--- src/rtl/ps2_scancode_rx_if.sv ---
// Key-event stream from the PS/2 receiver to its consumer.
// The master drives the head event and the slave drives ev_ready.
interface ps2_scancode_rx_if;
  logic       ev_valid;
  logic       ev_ready;
  logic [7:0] ev_code;
  logic       ev_ext;
  logic       ev_brk;

  modport master (
    output ev_valid, ev_code, ev_ext, ev_brk,
    input  ev_ready
  );

  modport slave (
    input  ev_valid, ev_code, ev_ext, ev_brk,
    output ev_ready
  );
endinterface

--- src/rtl/ps2_scancode_rx.sv ---
// PS/2 keyboard receiver: frame deserialiser, prefix decoder
// and key-event FIFO with a valid/ready drain port.
module ps2_scancode_rx #(
  parameter int SYNC_LEN    = 8,
  parameter int FIFO_DEPTH  = 8,
  parameter int TIMEOUT_CYC = 50000,
  parameter int MODE        = 0
) (
  input  logic clk,
  input  logic reset,
  input  logic ps2clk,
  input  logic ps2data,
  ps2_scancode_rx_if.master ev,
  output logic [$clog2(FIFO_DEPTH):0] fifo_level,
  output logic parity_err,
  output logic frame_err,
  output logic timeout_err,
  output logic overflow
);

  localparam int HALF = SYNC_LEN / 2;
  localparam int AW   = $clog2(FIFO_DEPTH);
  localparam int TW   = $clog2(TIMEOUT_CYC) + 1;

  typedef enum logic [1:0] {
    IDLE, DATA, PARITY, STOP
  } state_t;

  typedef struct packed {
    logic       ext;
    logic       brk;
    logic [7:0] code;
  } ev_t;

  logic [SYNC_LEN-1:0] clk_hist;
  logic [1:0]          data_sync;
  logic                fall_edge;
  logic                din;

  state_t        state;
  logic [2:0]    bit_cnt;
  logic [7:0]    shreg;
  logic          par_bit;
  logic [TW-1:0] wd_cnt;
  logic          ext_pend;
  logic          brk_pend;

  logic wd_hit;
  logic stop_eval;
  logic par_ok;
  logic is_prefix;
  logic push;
  ev_t  push_ev;

  ev_t            mem [FIFO_DEPTH];
  ev_t            hold;
  ev_t            head;
  logic [AW-1:0]  wr_ptr;
  logic [AW-1:0]  rd_ptr;
  logic [AW:0]    count;
  logic           full;
  logic           empty;
  logic           pop;
  logic           wr_en;

  // Pin history; the data pin only needs to settle before the
  // debounced clock edge, which lags by HALF cycles.
  always_ff @(posedge clk or posedge reset) begin
    if (reset) begin
      clk_hist  <= '0;
      data_sync <= '0;
    end else begin
      clk_hist  <= {clk_hist[SYNC_LEN-2:0], ps2clk};
      data_sync <= {data_sync[0], ps2data};
    end
  end

  assign fall_edge = (&clk_hist[SYNC_LEN-1:HALF]) &&
                     ~(|clk_hist[HALF-1:0]);
  assign din = data_sync[1];

  assign wd_hit    = (state != IDLE) && !fall_edge &&
                     (wd_cnt == TW'(TIMEOUT_CYC - 1));
  assign stop_eval = fall_edge && (state == STOP);
  assign par_ok    = ^{shreg, par_bit};
  assign is_prefix = (shreg == 8'hE0) || (shreg == 8'hF0);
  assign push      = stop_eval && par_ok && din && !is_prefix &&
                     ((MODE != 0) || brk_pend);
  assign push_ev   = '{ext: ext_pend, brk: brk_pend, code: shreg};

  // Frame FSM, watchdog, prefix tracking and error pulses.
  always_ff @(posedge clk or posedge reset) begin
    if (reset) begin
      state       <= IDLE;
      bit_cnt     <= '0;
      shreg       <= '0;
      par_bit     <= 1'b0;
      wd_cnt      <= '0;
      ext_pend    <= 1'b0;
      brk_pend    <= 1'b0;
      parity_err  <= 1'b0;
      frame_err   <= 1'b0;
      timeout_err <= 1'b0;
    end else begin
      parity_err  <= 1'b0;
      frame_err   <= 1'b0;
      timeout_err <= 1'b0;
      if (fall_edge || state == IDLE)
        wd_cnt <= '0;
      else
        wd_cnt <= wd_cnt + TW'(1);
      if (wd_hit) begin
        state       <= IDLE;
        timeout_err <= 1'b1;
        ext_pend    <= 1'b0;
        brk_pend    <= 1'b0;
      end else if (fall_edge) begin
        unique case (state)
          IDLE: begin
            if (!din) begin
              state   <= DATA;
              bit_cnt <= '0;
            end
          end
          DATA: begin
            shreg   <= {din, shreg[7:1]};
            bit_cnt <= bit_cnt + 3'd1;
            if (bit_cnt == 3'd7)
              state <= PARITY;
          end
          PARITY: begin
            par_bit <= din;
            state   <= STOP;
          end
          STOP: begin
            state <= IDLE;
            if (!par_ok) begin
              parity_err <= 1'b1;
              ext_pend   <= 1'b0;
              brk_pend   <= 1'b0;
            end else if (!din) begin
              frame_err <= 1'b1;
              ext_pend  <= 1'b0;
              brk_pend  <= 1'b0;
            end else if (shreg == 8'hE0) begin
              ext_pend <= 1'b1;
            end else if (shreg == 8'hF0) begin
              brk_pend <= 1'b1;
            end else begin
              ext_pend <= 1'b0;
              brk_pend <= 1'b0;
            end
          end
          default: state <= IDLE;
        endcase
      end
    end
  end

  assign full  = (count == (AW+1)'(FIFO_DEPTH));
  assign empty = (count == '0);
  assign pop   = !empty && ev.ev_ready;
  assign wr_en = push && (!full || pop);
  assign head  = mem[rd_ptr];

  // Event FIFO; hold keeps ev_* stable once the FIFO drains.
  always_ff @(posedge clk or posedge reset) begin
    if (reset) begin
      wr_ptr   <= '0;
      rd_ptr   <= '0;
      count    <= '0;
      overflow <= 1'b0;
      hold     <= '0;
      for (int i = 0; i < FIFO_DEPTH; i++)
        mem[i] <= '0;
    end else begin
      overflow <= push && full && !pop;
      if (wr_en) begin
        mem[wr_ptr] <= push_ev;
        wr_ptr      <= wr_ptr + AW'(1);
      end
      if (pop)
        rd_ptr <= rd_ptr + AW'(1);
      count <= count + (AW+1)'(wr_en) - (AW+1)'(pop);
      if (!empty)
        hold <= head;
    end
  end

  assign ev.ev_valid = !empty;
  assign ev.ev_code  = empty ? hold.code : head.code;
  assign ev.ev_ext   = empty ? hold.ext  : head.ext;
  assign ev.ev_brk   = empty ? hold.brk  : head.brk;
  assign fifo_level  = count;

endmodule

--- src/flat_wrapper.sv ---
// flat-port wrapper written by rule: the top's interface ports become plain ports
module ps2_scancode_rx_flat 
#(
  parameter int SYNC_LEN    = 8,
  parameter int FIFO_DEPTH  = 8,
  parameter int TIMEOUT_CYC = 50000,
  parameter int MODE        = 0
)
  (clk, reset, ps2clk, ps2data, fifo_level, parity_err, frame_err, timeout_err, overflow, ev_ev_valid, ev_ev_code, ev_ev_ext, ev_ev_brk, ev_ev_ready);
  ps2_scancode_rx_if ev_i ();
  input  logic clk;
  input  logic reset;
  input  logic ps2clk;
  input  logic ps2data;
  output logic [$clog2(FIFO_DEPTH):0] fifo_level;
  output logic parity_err;
  output logic frame_err;
  output logic timeout_err;
  output logic overflow;
  output wire logic [$bits(ev_i.ev_valid)-1:0] ev_ev_valid;
  output wire logic [$bits(ev_i.ev_code)-1:0] ev_ev_code;
  output wire logic [$bits(ev_i.ev_ext)-1:0] ev_ev_ext;
  output wire logic [$bits(ev_i.ev_brk)-1:0] ev_ev_brk;
  input wire logic [$bits(ev_i.ev_ready)-1:0] ev_ev_ready;
  assign ev_ev_valid = ev_i.ev_valid;
  assign ev_ev_code = ev_i.ev_code;
  assign ev_ev_ext = ev_i.ev_ext;
  assign ev_ev_brk = ev_i.ev_brk;
  assign ev_i.ev_ready = ev_ev_ready;
  ps2_scancode_rx #(.SYNC_LEN(SYNC_LEN), .FIFO_DEPTH(FIFO_DEPTH), .TIMEOUT_CYC(TIMEOUT_CYC), .MODE(MODE)) u_core (.clk(clk), .reset(reset), .ps2clk(ps2clk), .ps2data(ps2data), .ev(ev_i), .fifo_level(fifo_level), .parity_err(parity_err), .frame_err(frame_err), .timeout_err(timeout_err), .overflow(overflow));
endmodule
--- config.mk ---
export PLATFORM = sky130hd
export DESIGN_NAME = ps2_scancode_rx_flat
export DESIGN_NICKNAME = d
export VERILOG_FILES = /design/src/rtl/ps2_scancode_rx_if.sv /design/src/rtl/ps2_scancode_rx.sv /design/src/flat_wrapper.sv
export SDC_FILE = /design/constraint.sdc
export NUM_CORES = 1
export LEC_CHECK = 0
export BUFFER_PORTS_ARGS = -buffer_cell sky130_fd_sc_hd__buf_2
export CORE_MARGIN = 2
export CORE_UTILIZATION = 45
export DETAILED_ROUTE_END_ITERATION = 7
export GPL_TIMING_DRIVEN = 0
export HOLD_SLACK_MARGIN = 0.1
export PLACE_DENSITY = 0.66
export SLEW_MARGIN = 20
export SYNTH_ARGS = -nofsm -noshare
export SYNTH_HDL_FRONTEND = slang
export SYNTH_SLANG_ARGS = --single-unit
export TNS_END_PERCENT = 50
--- constraint.sdc ---
create_clock -name clk -period 5.76 [get_ports clk]
set_input_delay 0.576 -clock clk [delete_from_list [all_inputs] [get_ports clk]]
set_output_delay 0.576 -clock clk [all_outputs]
set_load 0.1 [all_outputs]
After elaboration in Yosys (flattened, before gate mapping):

Index checks and enable logic that the tools add are counted.

* bitwise gates (word level): 4
* add/subtract/negate cells: 6
* muxes and demuxes: 41
* order comparisons: 3
* reduce and logical (&&, ||, !) cells: 36
* equal/unequal tests: 13

Operators with widths (count)
* bitwise mux 80 bit: 1
* binary-select mux 10 bit (select 3 bit): 1
* demux 10 bit (select 3 bit): 1
* 2-to-1 mux 10 bit: 3
* 2-to-1 mux 1 bit: 26
* adder 17 x 1 -> 17 bit, second input constant: 1
* == test 17 x 16 -> 1 bit, second input constant: 1
* 2-to-1 mux 17 bit: 1
* == test 8 bit, second input constant: 2
* AND reduction 3 bit: 5
* logical AND 1 bit: 13
* adder 3 x 1 -> 3 bit, second input constant: 3
* XOR reduction 9 bit: 1
* >= comparator 4 bit, second input constant: 2
* 2-to-1 mux 2 bit: 4
* 2-to-1 mux 8 bit: 1
* NOT 3 -> 4 bit: 2
* case mux 2 bit (4 select lines): 1
* AND reduction 4 bit: 2
* nonzero test 2 bit: 4
* case mux 3 bit (2 select lines): 1
* zero test 1 bit: 5
* != test 5 bit, second input constant: 1
* adder 4 x 1 -> 4 bit: 1
* 16 further kinds: 20

* logic and storage cells: 146
* register bits after elaboration: 147
* input port bits: 5

Logic depth before layout (Yosys ltp):

* word-level depth: 11
* mapped depth: 12
* depth with buffers taken out: 12

Worst setup path after synthesis:

OpenSTA, ideal clock, no wires.

* kind: reg2out
* start point: register u_core.count[2] (netlist: u_core.fifo_level[2])
* end point: output port ev_ev_brk
* slack: 1.346 ns
* buffers on the path: 1
* stages on the path, launching flop included: 6
* arrival: 3.838 ns
* required time: 5.184 ns
* cells stage by stage: dfrtp_1 -> inv_1 -> ha_1 -> and2_1 -> clkbuf_1 -> o21ai_0

* longest elaborated chain between the ends: 2

RTL lines
* start, declared: line ps2_scancode_rx.sv:60 `logic [AW:0] count;`
* start signal, assigned: line ps2_scancode_rx.sv:184 `count <= count + (AW+1)'(wr_en) - (AW+1)'(pop);`
* zero test 4 bit: line ps2_scancode_rx.sv:161 `assign empty = (count == '0);`
* 2-to-1 mux 1 bit: line ps2_scancode_rx.sv:193 `assign ev.ev_brk = empty ? hold.brk : head.brk;`
* end, declared: line flat_wrapper.sv:23 `output wire logic [$bits(ev_i.ev_brk)-1:0] ev_ev_brk;`

Every way passes these cells.

Final worst setup path:

* start point: register u_core.rd_ptr[0]
* end point: output port ev_ev_code[0]

* longest elaborated chain between the ends: 5

RTL lines
* start, declared: line ps2_scancode_rx.sv:59 `logic [AW-1:0] rd_ptr;`
* start signal, assigned: line ps2_scancode_rx.sv:183 `rd_ptr <= rd_ptr + AW'(1);`
* NOT 3 -> 4 bit (not written as such): line ps2_scancode_rx.sv:164 `assign head = mem[rd_ptr];`
* binary-select mux 10 bit (select 3 bit): line ps2_scancode_rx.sv:164
* 2-to-1 mux 10 bit (not written as such) (2 in series): line ps2_scancode_rx.sv:164
* 2-to-1 mux 8 bit: line ps2_scancode_rx.sv:191 `assign ev.ev_code = empty ? hold.code : head.code;`
* end, declared: line flat_wrapper.sv:21 `output wire logic [$bits(ev_i.ev_code)-1:0] ev_ev_code;`

Every way passes these cells. The select of a mux whose other input is x is not followed.

==> out/results.ini <==
[global_routing]
grt_max_degree = 106
gr-total-overflow = 0
grt_usage = 0.181
grt_pass1_vias = 4270
grt_first_pass_wirelength_um = 22100
antenna_found_initial = 0

[route]
drt-total-wl_um = 13200
ant_nets = 0
dr.pass1.iters = 4
via_per_inst = 5.40
wire_per_inst_um = 18.0
drt_iter0_markers = 197
drc_errors = 0
vias = 3960

[timing]
min_period_ns = 3.44
slew_headroom = 0.310
period_share = 0.598
worstMarginPinSlew_ns = 1.03
fin_setup_tns_ns = 0
fmax_mhz = 290
skew_ns = 0.00977
maxSlewViolCount = 0
hold_violations = 0
rsz0062_at_grt = false
worst_slack_ns = 2.32
setup_viol = 0

[final_layout]
final_layout_size_suffix_gt1_frac = 0.315
final_common_cell = dfrtp_1
n_antenna_cell = 0
fin_nets = 557
mostFrequentLayoutCells = dfrtp_1 (147), mux2_2 (82), nor2_1 (27), buf_2 (24), nand2_1 (22)
area_growth_pct = 14.5
fillerInstances = 1237

[pwr]
power_switching_w = 0.000788
clkPwrFrac = 0.408
pwr-share-seq = 0.408
ir_drop_mv = 0.295
switching_share = 0.294
p_per_area_nw_per_um2 = 349
p_leak_nw = 3.66
internal-power_w = 0.00190
comb_power_share = 0.185

[synth]
netlist_area_um2 = 6710
yosysSeqAreaShare = 0.548
synth_edf_count = 0
synth_seq_cells = 147
syn_avg_cell_area_um2 = 13.6
ys_types = 47
ys_warn_count = 0
async_reset_ff_frac = 1.00
synthCells = 493
synth_fp_nets = 514
ys.flop_type = dfrtp_1

[critical_path]
path_cells = buf_1 > mux4_2 > mux2i_1 > o21ai_0 > buf_2
critPathSlowestCell = buf_1
r2r.worst_path.cells = 6
cp_top_family = buffers and inverters
path_buf_inv = 2
crit_fanout = 10
r2r_end = u_core.mem[1]
critPathMaxStageDelay_ns = 0.79
setup.worst_path.class = flip-flop to output port
crit_path_end_kind = output port
rrSetupSlack_ns = 2.55
cp-start-kind = flip-flop
worstPathArrival_ns = 2.87
critPathRequiredTime_ns = 5.18
reg2reg_from = u_core.clk_hist[1]

[clock_network]
htree_levels = 4
post_cts.repair.setup_buffers = 0
clk_path_buf_depth = 2
clock_latency_ns = 0.42
cts_tree = yes
cts_root_buffer = clkbuf_16
clock_sinks = 147
clk_pin_slew_worst_paths_ns = 0.06
ctsResizeCount = 0
ctsHoldBuffers = 0
numCtsBuffers = 17

[hold_path]
min_path_type = input port to async pin

[floorplan]
rows = 44
die_w_um = 126
start_util = 0.462
die_area_um2 = 15900
die_y_um = 126
num_io_pins = 24
core_area_um2 = 14500

[placed_design]
portBuffers = 23
post-place-ws_ns = 2.54
routabilityCongestion = 0.783
dp_hpwl_um = 8590

[job]
cap_violations = 0

[outcome]
status = complete, no violations

power groups by stage:
| stage | logic [W] | registers (W) | clock network, W |
|---|---|---|---|
| after floorplan | 0.000279 | 0.00121 | 0 |
| after global placement | 0.000489 | 0.00111 | 0 |
| after detailed placement | 0.000500 | 0.00111 | 0 |
| after CTS | 0.000503 | 0.00109 | 0.00111 |
| after global routing | 0.000536 | 0.00110 | 0.00116 |
| final | 0.000495 | 0.00109 | 0.00109 |
synth_stat cells, types with 3 or more instances:
cell	count	area, µm²
dfrtp_1	147	3680
nand2b_1	4	25.0
nand4_1	4	25.0
ha_1	15	188
nand3_1	13	65.1
mux4_2	20	450
o2111ai_4	4	105
o21ai_2	4	35.0
and3_1	4	25.0
mux2i_1	11	110
nand2_1	22	82.6
nor4b_1	3	26.3
nor3_1	11	55.1
o21ai_0	14	70.1
nor2_1	27	101
or2b_1	8	60.1
buf_1	5	18.8
mux2_2	82	923
a21oi_1	4	20.0
xnor2_1	16	140
xor2_1	9	78.8
clkbuf_1	18	67.6
inv_1	17	63.8
routing by layer:
metal	wire length (µm)	share of wire	track usage
met1	6100	0.46	0.239
met2	6530	0.49	0.293
met3	376	0.028	0.0476
met4	219	0.017	0.0582
met5	0	0	0
metrics by stage:
| step | cells | total power (W) | util | hold WS, ns | cell area (µm²) |
|---|---|---|---|---|---|
| finish | 733 | 0.00268 | 0.529 | 0.131 | 7680 |
| global route | 733 | 0.00279 | 0.529 | 0.147 | 7680 |
| CTS | 733 | 0.00271 | 0.529 | 0.135 | 7680 |
| detailed placement | 701 | 0.00161 | 0.488 | 0.335 | 7090 |
| global placement | 700 | 0.00160 | 0.486 | 0.332 | 7060 |
| floorplan | 493 | 0.00149 | - | 0.331 | 6710 |
kinds of logic (layout without fill, tap and decap cells):
kind of cell             Yosys count  after routing  synth area share
buffers and inverters             42             98            0.0239
AO/OA/AOI/OAI                     35             35            0.0453
XOR/XNOR                          27             27            0.0393
flip-flops                       147            147             0.548
adder cells (fa/ha/maj)           16             16            0.0309
AND/OR/NAND/NOR                  113            113            0.0914
multiplexers                     113            113             0.221
registers in the layout, indices dropped and copies added, names as in the netlist, 3 cells and up:
signal,count
u_core.bit_cnt,3
u_core.rd_ptr,3
u_core.shreg,8
u_core.wr_ptr,3
u_core.wd_cnt,17
u_core.fifo_level,4
u_core.hold,10
u_core.mem,80
u_core.clk_hist,8
worst register-to-register path, delay by kind of cell (launching register included):
kind            cells  cell delay (ns)
compound gates      1             0.39
buf+inv             1             0.21
flops               1             0.38
mux                 1             0.40
simple gates        3             1.72
how the worst max path moves through the flow:
| stage | cells past startpoint | from | endpoint |
|---|---|---|---|
| final | 5 | u_core.rd_ptr[0] | ev_ev_code[0] |
| after global routing | 5 | u_core.rd_ptr[0] | ev_ev_code[6] |
| after CTS | 5 | u_core.rd_ptr[0] | ev_ev_code[0] |
| after detailed placement | 6 | u_core.clk_hist[1] | u_core.mem[23] |
| after global placement | 2 | reset | u_core.hold[7] |
| after floorplan | 1 | reset | u_core.bit_cnt[0] |
layout make-up:
class                      count  area (µm²)  share of cell area
buffer                        25        96.3              0.0125
clock buffer                  23         488              0.0635
clock inverter                 9         103              0.0134
inverter                      17        71.3             0.00928
multi-input combinational    304        2870               0.374
sequential                   147        3680               0.479
tap                          184         230              0.0300
timing repair buffer          24         143              0.0186
Note: power is estimated with default switching activity, not from simulation.
